**src/rtl/uart_pkg.sv**
```systemverilog
// Shared types and timing constants for the board UART.
package uart_pkg;

    typedef enum logic [1:0] {IDLE, START, DATA, STOP} tx_state_e;

    localparam int unsigned CLKS_PER_BIT_115200 = 280;

endpackage

```
**src/rtl/uart_byte_fifo.sv**
```systemverilog
// Synchronous byte FIFO; full/empty are registered from the next count.
module uart_byte_fifo #(
    parameter int unsigned DEPTH = 4
) (
    input  logic                     clk_i,
    input  logic                     rst_i,
    input  logic                     push,
    input  logic                     pop,
    input  logic [7:0]               wr_data,
    output logic [7:0]               rd_data,
    output logic                     full,
    output logic                     empty,
    output logic [$clog2(DEPTH):0]   count
);

    localparam int unsigned AW = $clog2(DEPTH);

    logic [7:0]    mem [DEPTH];
    logic [AW-1:0] wr_ptr;
    logic [AW-1:0] rd_ptr;
    logic [AW:0]   count_next;

    always_comb begin
        count_next = count;
        if (push && !pop)
            count_next = count + 1'b1;
        else if (pop && !push)
            count_next = count - 1'b1;
    end

    always_ff @(posedge clk_i or posedge rst_i) begin
        if (rst_i) begin
            wr_ptr <= '0;
            rd_ptr <= '0;
            count  <= '0;
            full   <= 1'b0;
            empty  <= 1'b1;
        end else begin
            if (push)
                wr_ptr <= wr_ptr + 1'b1;
            if (pop)
                rd_ptr <= rd_ptr + 1'b1;
            count <= count_next;
            full  <= (count_next == (AW+1)'(DEPTH));
            empty <= (count_next == '0);
        end
    end

    always_ff @(posedge clk_i) begin
        if (push)
            mem[wr_ptr] <= wr_data;
    end

    assign rd_data = mem[rd_ptr];

endmodule

```
**src/rtl/uart_tx_fifo.sv**
```systemverilog
// UART transmitter (8N1, LSB first) fed from a small byte FIFO.
module uart_tx_fifo
    import uart_pkg::*;
#(
    parameter int unsigned CLKS_PER_BIT = CLKS_PER_BIT_115200,
    parameter int unsigned FIFO_DEPTH   = 4
) (
    input  logic                          clk_i,
    input  logic                          rst_i,
    input  logic [7:0]                    data_i,
    input  logic                          valid_i,
    output logic                          ready_o,
    output logic                          tx_o,
    output logic                          busy_o,
    output logic [$clog2(FIFO_DEPTH):0]   fifo_count_o
);

    localparam int unsigned CW = $clog2(CLKS_PER_BIT);
    localparam logic [CW-1:0] LAST_CYC = CW'(CLKS_PER_BIT - 1);

    tx_state_e     state;
    logic [CW-1:0] cyc_cnt;
    logic [2:0]    bit_idx;
    logic [7:0]    shift;
    logic [7:0]    head;
    logic          fifo_full;
    logic          fifo_empty;
    logic          push;
    logic          pop;

    assign ready_o = !fifo_full;
    assign push    = valid_i && !fifo_full;
    assign pop     = !fifo_empty &&
                     ((state == IDLE) || (state == STOP && cyc_cnt == LAST_CYC));

    uart_byte_fifo #(
        .DEPTH (FIFO_DEPTH)
    ) u_fifo (
        .clk_i   (clk_i),
        .rst_i   (rst_i),
        .push    (push),
        .pop     (pop),
        .wr_data (data_i),
        .rd_data (head),
        .full    (fifo_full),
        .empty   (fifo_empty),
        .count   (fifo_count_o)
    );

    // tx_o follows the current state one cycle later, so every bit still
    // spans exactly CLKS_PER_BIT cycles while the pin stays a plain flop.
    always_ff @(posedge clk_i or posedge rst_i) begin
        if (rst_i) begin
            state   <= IDLE;
            cyc_cnt <= '0;
            bit_idx <= '0;
            shift   <= '0;
            tx_o    <= 1'b1;
            busy_o  <= 1'b0;
        end else begin
            busy_o <= 1'b1;
            unique case (state)
                START:   tx_o <= 1'b0;
                DATA:    tx_o <= shift[0];
                default: tx_o <= 1'b1;
            endcase

            unique case (state)
                IDLE: begin
                    cyc_cnt <= '0;
                    bit_idx <= '0;
                    if (!fifo_empty) begin
                        shift <= head;
                        state <= START;
                    end else begin
                        busy_o <= push;
                    end
                end
                START: begin
                    if (cyc_cnt == LAST_CYC) begin
                        cyc_cnt <= '0;
                        state   <= DATA;
                    end else begin
                        cyc_cnt <= cyc_cnt + 1'b1;
                    end
                end
                DATA: begin
                    if (cyc_cnt == LAST_CYC) begin
                        cyc_cnt <= '0;
                        shift   <= {1'b0, shift[7:1]};
                        if (bit_idx == 3'd7) begin
                            bit_idx <= '0;
                            state   <= STOP;
                        end else begin
                            bit_idx <= bit_idx + 1'b1;
                        end
                    end else begin
                        cyc_cnt <= cyc_cnt + 1'b1;
                    end
                end
                STOP: begin
                    if (cyc_cnt == LAST_CYC) begin
                        cyc_cnt <= '0;
                        if (!fifo_empty) begin
                            shift <= head;
                            state <= START;
                        end else begin
                            state  <= IDLE;
                            busy_o <= push;
                        end
                    end else begin
                        cyc_cnt <= cyc_cnt + 1'b1;
                    end
                end
                default: state <= IDLE;
            endcase
        end
    end

endmodule

```
**config.mk**
```make
export PLATFORM = sky130hd
export DESIGN_NAME = uart_tx_fifo
export DESIGN_NICKNAME = d
export VERILOG_FILES = /design/src/rtl/uart_pkg.sv /design/src/rtl/uart_byte_fifo.sv /design/src/rtl/uart_tx_fifo.sv
export SDC_FILE = /design/constraint.sdc
export NUM_CORES = 1
export LEC_CHECK = 0
export CAP_MARGIN = 10
export CELL_PAD_IN_SITES_DETAIL_PLACEMENT = 2
export CELL_PAD_IN_SITES_GLOBAL_PLACEMENT = 2
export CORE_ASPECT_RATIO = 0.75
export CORE_UTILIZATION = 45
export CTS_CLUSTER_SIZE = 25
export DETAILED_ROUTE_END_ITERATION = 6
export HOLD_SLACK_MARGIN = 0.15
export PLACE_DENSITY_LB_ADDON = 0.1
export SYNTH_ARGS = -nofsm -noshare
export SYNTH_HDL_FRONTEND = slang
export SYNTH_SLANG_ARGS = --single-unit
```
**constraint.sdc**
```tcl
create_clock -name clk_i -period 3.83 [get_ports clk_i]
set_input_delay 0.766 -clock clk_i [delete_from_list [all_inputs] [get_ports clk_i]]
set_output_delay 0.766 -clock clk_i [all_outputs]
set_load 0.01 [all_outputs]
```
# == After elaboration in Yosys (flattened, before gate mapping) ==
# Memory sizes are Yosys's and may differ from the RTL's.
# Index checks and enable logic that the tools add are counted.
# classes
n_addsub,6
n_mul,0
div,0
magnitude_cmp,0
eq_ne,11
n_shift,0
n_mux,24
bitwise,0
n_reduce_logical,18
# op_table
cell,count
two-way mux 8 bit,3
one-hot mux 8 bit (3 select lines),1
one-hot mux 9 bit (2 select lines),1
two-way mux 3 bit,4
two-way mux 2 bit,5
"adder 9 x 1 -> 9 bit, second input constant",1
"== test 9 bit, second input constant",1
two-way mux 9 bit,1
"inequality test 2 bit, second input constant",4
one-hot mux 2 bit (4 select lines),1
"adder 3 x 1 -> 3 bit, second input constant",2
"== test 3 bit, second input constant",2
one-hot mux 3 bit (2 select lines),1
logical AND 1 bit,5
two-way mux 1 bit,5
AND reduction 5 bit,1
"adder 2 x 1 -> 2 bit, second input constant",2
"== test 2 bit, second input constant",2
logical NOT 1 bit,4
one-hot mux 1 bit (2 select lines),2
logical NOT 3 bit,1
AND reduction 3 bit,1
nonzero test 3 bit,1
OR reduction 3 bit,1
other kinds (7),7
# totals
ff_bits,33
latchBits,0
mem_bits_rw,32
rom_bits,0
inputBits,11
output_inout_bits,6
elab_cells,71
n_memories,1
# mem_list
memory,depth,word_bits,rd,rd_ports_with_merged_regs,wr,line_no,rtl
u_fifo.mem,4,8,1,0,1,uart_byte_fifo.sv:18,logic [7:0] mem [DEPTH];

# == Logic depth before layout (Yosys ltp) ==
# Gate-level depths: netlist of run 1.
# logic_depth
depth_word,8
depth_mapped,8
ltp_nobuf,7

# == By module ==
# A second synthesis of run 1 with hierarchy kept.
# hier_totals
hier_cells,214
area_unflattened_um2,3071.7
# by_module_without_submodules
module,instances,cells_each,area_per_inst_um2
uart_byte_fifo,1,95,1702.9
uart_tx_fifo,1,119,1368.8

# == Least setup slack after synthesis of run 1 ==
# Ideal clock, no wire load.
# synth_timing
path_kind,reg2reg
from,register cyc_cnt[6]
to,register bit_idx[2]
setup_time_ns,0.121
t_arrival_ns,1.759
path_slack_ns,1.950
stages_incl_launch_ff,7
n_path_buf,1
period_less_slack_ns,1.880
path_cell_list,dfrtp_1 -> or4b_4 -> or2_2 -> clkbuf_1 -> nor2_1 -> a21oi_1 -> a22o_1
# synth_via
elab_chain_cells,3
# synth_lines
item,line_no,rtl
from (decl),uart_tx_fifo.sv:22,logic [CW-1:0] cyc_cnt;
from (signal assigned),uart_tx_fifo.sv:84,cyc_cnt <= cyc_cnt + 1'b1;
from (signal assigned),uart_tx_fifo.sv:98,cyc_cnt <= cyc_cnt + 1'b1;
from (signal assigned),uart_tx_fifo.sv:112,cyc_cnt <= cyc_cnt + 1'b1;
== test 9 bit,uart_tx_fifo.sv:88,if (cyc_cnt == LAST_CYC) begin
inequality test 2 bit (no source line),--,
AND reduction 2 bit (no source line),--,
to (signal assigned),uart_tx_fifo.sv:95,bit_idx <= bit_idx + 1'b1;
to (decl),uart_tx_fifo.sv:23,logic [2:0] bit_idx;
# Every way passes these cells.
# A chain may end at the register's enable or synchronous reset.

# == Final worst setup path of run 1 ==
# layout_timing
from,input port valid_i
to,register u_fifo.full
# layout_via
elab_chain_cells,6
# layout_lines
item,line_no,rtl
from (decl),uart_tx_fifo.sv:11,"input logic valid_i,"
logical AND 1 bit *,uart_tx_fifo.sv:32,assign push = valid_i && !fifo_full;
logical NOT 1 bit,uart_byte_fifo.sv:27,else if (pop && !push)
logical AND 1 bit,uart_byte_fifo.sv:27,
two-way mux 3 bit,uart_byte_fifo.sv:27,
two-way mux 3 bit *,uart_byte_fifo.sv:25,if (push && !pop)
named net u_fifo.count_next[2],uart_byte_fifo.sv:21,logic [AW:0] count_next;
== test 3 bit *,uart_byte_fifo.sv:44,full <= (count_next == (AW+1)'(DEPTH));
to (signal assigned),uart_byte_fifo.sv:44,
to (decl),uart_byte_fifo.sv:11,"output logic full,"
# Mark *: on every way through the listed nets, which the timed path passes. The rest lies on a longest branch.

==> impl_metrics.csv, run 1 <==
group,metric,value,unit
status,status,"completed",
sta,period_share,59.9,%
die,start_util,46.7,%
hold_path,hold_class,"flop to flop",
die,rows,25,
synthesis,avgSynthCellArea,13.4,µm²
synthesis,postSynth.asyncResetShare,50.8,%
synthesis,synthTopCellsByArea,"edfxtp_1 32%, dfrtp_1 26%, mux4_2 6.1%",
synthesis,netlist_area,2970,µm²
placement,portBuffers,16,
cells_and_area,fillCellCount,597,
synthesis,synth_edf_count,32,
cts,clk_pin_slew_worst_paths,70,ps
die,die_y,72.3,µm
cts,clkLatencyLatePin,340,ps
cells_and_area,nets,267,
critical_path,critPathRequiredTime,4090,ps
critical_path,cp_data_arrival_time,2560,ps
route,wire_per_inst,21.2,µm
placement,hpwl,5.21,mm
sta,rsz0062_at_grt,"no",
route,first_pass_iters,4,
global_route,use_met1,29.3,%
sta,finClkSkew,8.85,ps
cts,cts_buffer_depth,2,
die,fp.dieArea,6930,µm²
global_route,grt_antenna_before_repair,0,
sta,setup_violations,0,
critical_path,crit_chain,"clkdlybuf4s50_1 > nor2b_1 > nand3_1 > o22ai_4 > xor2_2 > nor2b_2",
cts,cts_tree,"built",
global_route,grt_pass1_wl,11.4,mm
sta,setup-tns-final,0,ps
critical_path,max_stage_delay,490,ps
die,core_area,6350,µm²
critical_path,worst_setup_path_start_kind,"primary input",
global_route,grt_overflow,0,
critical_path,critPathSlowestCell,"nor2b_1",
die,ios,17,
cts,clk_root_buffer_cell,"clkbuf_8",
critical_path,critPathCaptureType,"flop",
route,routed_wl,6.93,mm
global_route,grt_max_degree,34,
cts,htree_levels,3,
critical_path,critPathKind,"primary input to flop",
cells_and_area,multi_input_area,1100,µm²
global_route,busiest_layer,"met2",
placement,gp_congestion,0.758,
sta,fmax,436,MHz
synthesis,ys.flop_type,"edfxtp_1",
global_route,met3_usage,6.81,%
global_route,grt_usage,23.4,%
route,ant_nets,0,
sta,slew_headroom,38.5,%
cells_and_area,drive_gt1_share,14.2,%
cts,cts-hold-fix-buffers,0,
sta,hold_viol,0,
route,vias_per_cell,5.51,
global_route,grt_use_met2,39.1,%
cells_and_area,diodes,0,
synthesis,syn_nets,246,
cells_and_area,seq_area,1790,µm²
synthesis,ys_seq_area_share,60.3,%
synthesis,netlist_instances,221,
route,drt-initial-drc-count,107,
cts,cts_resized,0,
pwr,power_density,527,nW/µm²
pwr,leakage,1.42,nW
critical_path,critPathTopFamily,"simple AND/OR/NAND/NOR gates",
synthesis,ys_warn_count,0,
sta,worst_pin_slew,916,ps
global_route,grt_pass1_vias,2084,
pwr,ir_drop,0.405,mV
synthesis,ys_seq_elements,65,
critical_path,path_max_fanout,10,
synthesis,synth.distinct_cells,45,
die,die_width,95.8,µm
cts,cts_sinks,65,
cells_and_area,area_growth,13.0,%
pwr,total_power,1.77,mW
critical_path,crit_buf_inv,1,
sta,post-route-min-period,2300,ps
route,route.detailed.drc,0,
cts,cts_setup_buffers,0,
sta,slew_viol_final,0,
cts,numCtsBuffers,9,
synthesis,yosysTopAreaCellShare,32.4,%
route,vias,1802,
run,cap_violations,0,
synthesis,yosysTopAreaCell,"edfxtp_1",
-- cells in the final DEF, fill, tap and decap left out, types with 3 or more instances in the layout --
master,instances
edfxtp_1,32
dfrtp_1,31
nand2_1,21
nor2_1,17
clkdlybuf4s50_1,16
ha_1,14
o21ai_0,13
inv_1,11
mux2i_1,9
clkbuf_8,9
mux4_2,8
a21oi_1,6
xor2_1,5
and2_1,5
xnor2_1,5
nand3_1,3
clkinv_2,3
-- cell type report --
cell class,count,area share [%]
sequential,65,53.3
clock inverter,4,0.671
inverter,11,1.23
multi-input combinational,138,32.8
tap,81,3.02
clock buffer,11,3.92
timing repair buffer,17,5.00
-- registers in the layout, summed over array words and instances (netlist names) --
signal	cells
u_fifo.mem	32
cyc_cnt	9
shift	8
bit_idx	3
u_fifo.count	3
state	2
u_fifo.rd_ptr	2
u_fifo.wr_ptr	2
busy_o	1
tx_o	1
u_fifo.empty	1
u_fifo.full	1
-- cell families (layout without fill, tap and decap cells) --
kind of cell	count (synthesis)	after routing	share of synthesized area [%]
AOI/OAI and AO/OA	32	32	7.55
xor gates and xnor gates	11	11	3.50
adders and majority gates	14	14	5.90
buffers and inverters	18	43	2.61
DFF	65	65	60.3
muxes	17	17	9.11
and+or+nand+nor	64	64	11.0
-- synthesized netlist by cell type (all sizes together) (3+ instances only) --
library cell	n
a21oi	6
and2	5
buf	3
clkbuf	4
dfrtp	31
edfxtp	32
ha	14
inv	11
mux2i	9
mux4	8
nand2	21
nand3	3
nor2	17
o21ai	14
or2b	3
xnor2	5
xor2	6
-- per-stage QoR --
stage / setup slack (ps) / instances / area [µm²] / hold slack (ps) / utilization [%]
2_1_floorplan: 1950 / 221 / 2970 / 449 / -
3_3_place_gp: 1330 / 312 / 3200 / 461 / 50.4
3_5_place_dp: 1170 / 312 / 3200 / 483 / 50.4
4_1_cts: 1510 / 327 / 3350 / 500 / 52.8
5_1_grt: 1320 / 327 / 3350 / 533 / 52.8
6_report: 1530 / 327 / 3350 / 496 / 52.8
-- worst reg2reg max path, delay by kind of cell, from the launching register on --
| kind | cells | cell delay [ps] |
|---|---|---|
| compound gates | 3 | 870 |
| fa+ha+maj | 1 | 280 |
| buf+inv | 2 | 570 |
| flops | 1 | 390 |
-- metal layers --
metal,vias up,wire length (µm)
li1,829,-
met1,939,3160
met2,26,3470
met3,8,217
met4,0,92
met5,-,0
-- final timing paths --
kind	startpoint	endpoint	slack, ps	cells past startpoint
setup / recovery	valid_i	u_fifo.full	1530	6
hold / removal	shift[5]	shift[5]	500	2
setup reg to reg	state[0]	shift[6]	1560	6
hold reg to reg	shift[5]	shift[5]	500	2
max in group asynchronous	rst_i	tx_o	2640	3
min in group asynchronous	rst_i	u_fifo.count[1]	840	3
-- power by group --
group	leakage [nW]	switching [mW]	total, mW	internal, mW
logic	0.648	0.214	0.371	0.157
registers	0.691	0.0637	0.921	0.857
clock network	0.0789	0.248	0.476	0.228
(Power assumes the default switching activity.)
==> run 2, diff against run 1 <==
--- a/config.mk
+++ b/config.mk
@@ -9,7 +9,7 @@
 export CELL_PAD_IN_SITES_DETAIL_PLACEMENT = 2
 export CELL_PAD_IN_SITES_GLOBAL_PLACEMENT = 2
 export CORE_ASPECT_RATIO = 0.75
-export CORE_UTILIZATION = 45
+export CORE_UTILIZATION = 42
 export CTS_CLUSTER_SIZE = 25
 export DETAILED_ROUTE_END_ITERATION = 6
 export HOLD_SLACK_MARGIN = 0.15
==> constraint.sdc (replaced) <==
create_clock -name clk_i -period 2.2 [get_ports clk_i]
set_input_delay 0.44 -clock clk_i [delete_from_list [all_inputs] [get_ports clk_i]]
set_output_delay 0.44 -clock clk_i [all_outputs]
set_load 0.01 [all_outputs]
==> impl_metrics.csv, run 2 (synthesis gave the netlist of run 1 again) <==
group,metric,value,unit
status,status,"completed",
route,drt-initial-drc-count,49,
cts,numCtsBuffers,9,
sta,hold_viol,0,
pwr,leakage,1.46,nW
pwr,p_int,2.31,mW
die,start_util,43.4,%
hold_path,hold_class,"flop to flop",
placement,hpwl,5.26,mm
global_route,grt_pass1_wl,11.2,mm
route,vias_per_cell,5.40,
cts,clk_root_buffer_cell,"clkbuf_8",
sta,slew_headroom,61.6,%
route,routed_wl,6.88,mm
pwr,power_density,939,nW/µm²
sta,final.setup.worst_slack,142,ps
cells_and_area,stdcell_count,335,
die,ios,17,
die,fp.dieArea,7410,µm²
critical_path,critPathRequiredTime,2420,ps
cells_and_area,drive_gt1_share,16.3,%
cts,cts_sinks,65,
cells_and_area,nets,271,
pwr,p_clk_share,30.3,%
cells_and_area,largest_register,"u_fifo.mem",
placement,pre_cts_ws,-6.83,ps
cells_and_area,largest_register_ffs,32,
cells_and_area,fillCellCount,669,
pwr,ir_drop,0.544,mV
hold_path,min_from,"shift[4]",
cts,clk_pin_slew_worst_paths,70,ps
critical_path,critPathKind,"flop to flop",
cells_and_area,largestRegisters,"u_fifo.mem: 32 flops, cyc_cnt: 9 flops, shift: 8 flops",
cells_and_area,fin_util,50.2,%
global_route,grt_pass1_vias,2086,
cts,cts_buffer_depth,2,
sta,slew_viol_final,0,
route,ant_nets,0,
run,cap_violations,0,
critical_path,rrSetupSlack,140,ps
critical_path,reg2reg_from,"cyc_cnt[6]",
global_route,grt_max_degree,34,
cts,htree_levels,3,
cells_and_area,layout.cells.most_common,"edfxtp_1",
pwr,swShare,28.4,%
cells_and_area,multi_input_area,1100,µm²
route,first_pass_iters,4,
placement,portBuffers,16,
critical_path,critPathCaptureType,"flop",
critical_path,path_max_fanout,6,
route,route.detailed.drc,0,
route,vias,1808,
die,die_y,74.8,µm
critical_path,timing.rr.end,"u_fifo.full",
critical_path,worst_setup_path_start_kind,"flop",
placement,gp_congestion,0.740,
sta,setup_violations,0,
route,wire_per_inst,20.5,µm
cts,clkLatencyLatePin,340,ps
critical_path,r2r_cells,5,
sta,post-route-min-period,2060,ps
die,core_area,6830,µm²
pwr,switchingPower,0.917,mW
global_route,grt_overflow,0,
sta,rsz0062_at_grt,"no",
sta,worst_pin_slew,576,ps
critical_path,crit_start,"cyc_cnt[6]",
die,die_width,99.1,µm
cells_and_area,most-common-layout-cells,"32 x edfxtp_1, 31 x dfrtp_1, 21 x nand2_1, 17 x nor2_1, 16 x clkdlybuf4s50_1",
cells_and_area,seq_area,1790,µm²
critical_path,crit_end,"u_fifo.full",
global_route,grt_antenna_before_repair,0,
sta,fmax,486,MHz
cells_and_area,area_growth,15.6,%
critical_path,cp_data_arrival_time,2280,ps
global_route,grt_usage,21.0,%
cts,cts_tree,"built",
cells_and_area,diodes,0,
sta,period_share,93.6,%
pwr,p_comb_share,20.1,%
pwr,pwr-share-seq,49.7,%
die,rows,26,
placement,dp_cells,319,
sta,finClkSkew,11.1,ps
cts,cts_setup_buffers,0,
-- run 2: area by class of cell --
cell class                 instances  share of cell area, %
timing repair buffer              21                   5.76
clock inverter                     2                  0.292
sequential                        65                   52.1
clock buffer                      14                   5.36
inverter                          11                   1.20
multi-input combinational        138                   32.2
tap                               84                   3.06
-- run 2: through the flow --
step / power (mW) / cell area [µm²] / hold slack [ps] / TNS [ps]
after floorplan: 1.99 / 2970 / 449 / 0
final: 3.22 / 3430 / 500 / 0
after global routing: 3.38 / 3430 / 523 / 0
after CTS: 3.27 / 3430 / 501 / 0
after detailed placement: 2.28 / 3230 / 491 / -6.83
after global placement: 2.19 / 3230 / 465 / 0
-- run 2: how the worst min path moves through the flow --
stage / to / slack, ps / cells after the start
2_1_floorplan: shift[1] / 450 / 2
3_3_place_gp: shift[7] / 470 / 2
3_5_place_dp: shift[4] / 490 / 2
4_1_cts: shift[0] / 500 / 3
5_1_grt: shift[4] / 520 / 2
6_report: shift[4] / 500 / 2
-- run 2: worst max-delay path, stage by stage, from the launching register on --
cell	delay [ps]
dfrtp_1	420
or4b_4	600
o31a_4	440
nand2b_4	180
a41oi_2	240
nor2b_2	80
-- run 2: per-layer routing --
| metal | wire length (µm) | GRT usage (%) |
|---|---|---|
| met4 | 99 | 7.19 |
| met2 | 3430 | 35.7 |
| met1 | 3160 | 26.2 |
| met5 | 0 | 0 |
| met3 | 200 | 6.59 |
-- run 2: power groups by stage --
stage / clock network [mW] / logic (mW) / registers, mW
detailed placement: 0 / 0.651 / 1.63
floorplan: 0 / 0.397 / 1.59
global route: 1.04 / 0.720 / 1.62
CTS: 1.00 / 0.661 / 1.61
global placement: 0 / 0.593 / 1.59
finish: 0.976 / 0.647 / 1.60
-- run 2: timing repair --
item | in CTS | in global routing
endpoints found under the hold margin | 0 | 0
hold buffers | 0 | 0
setup endpoints to repair | 2 | 0
resized for setup | 1 | 0
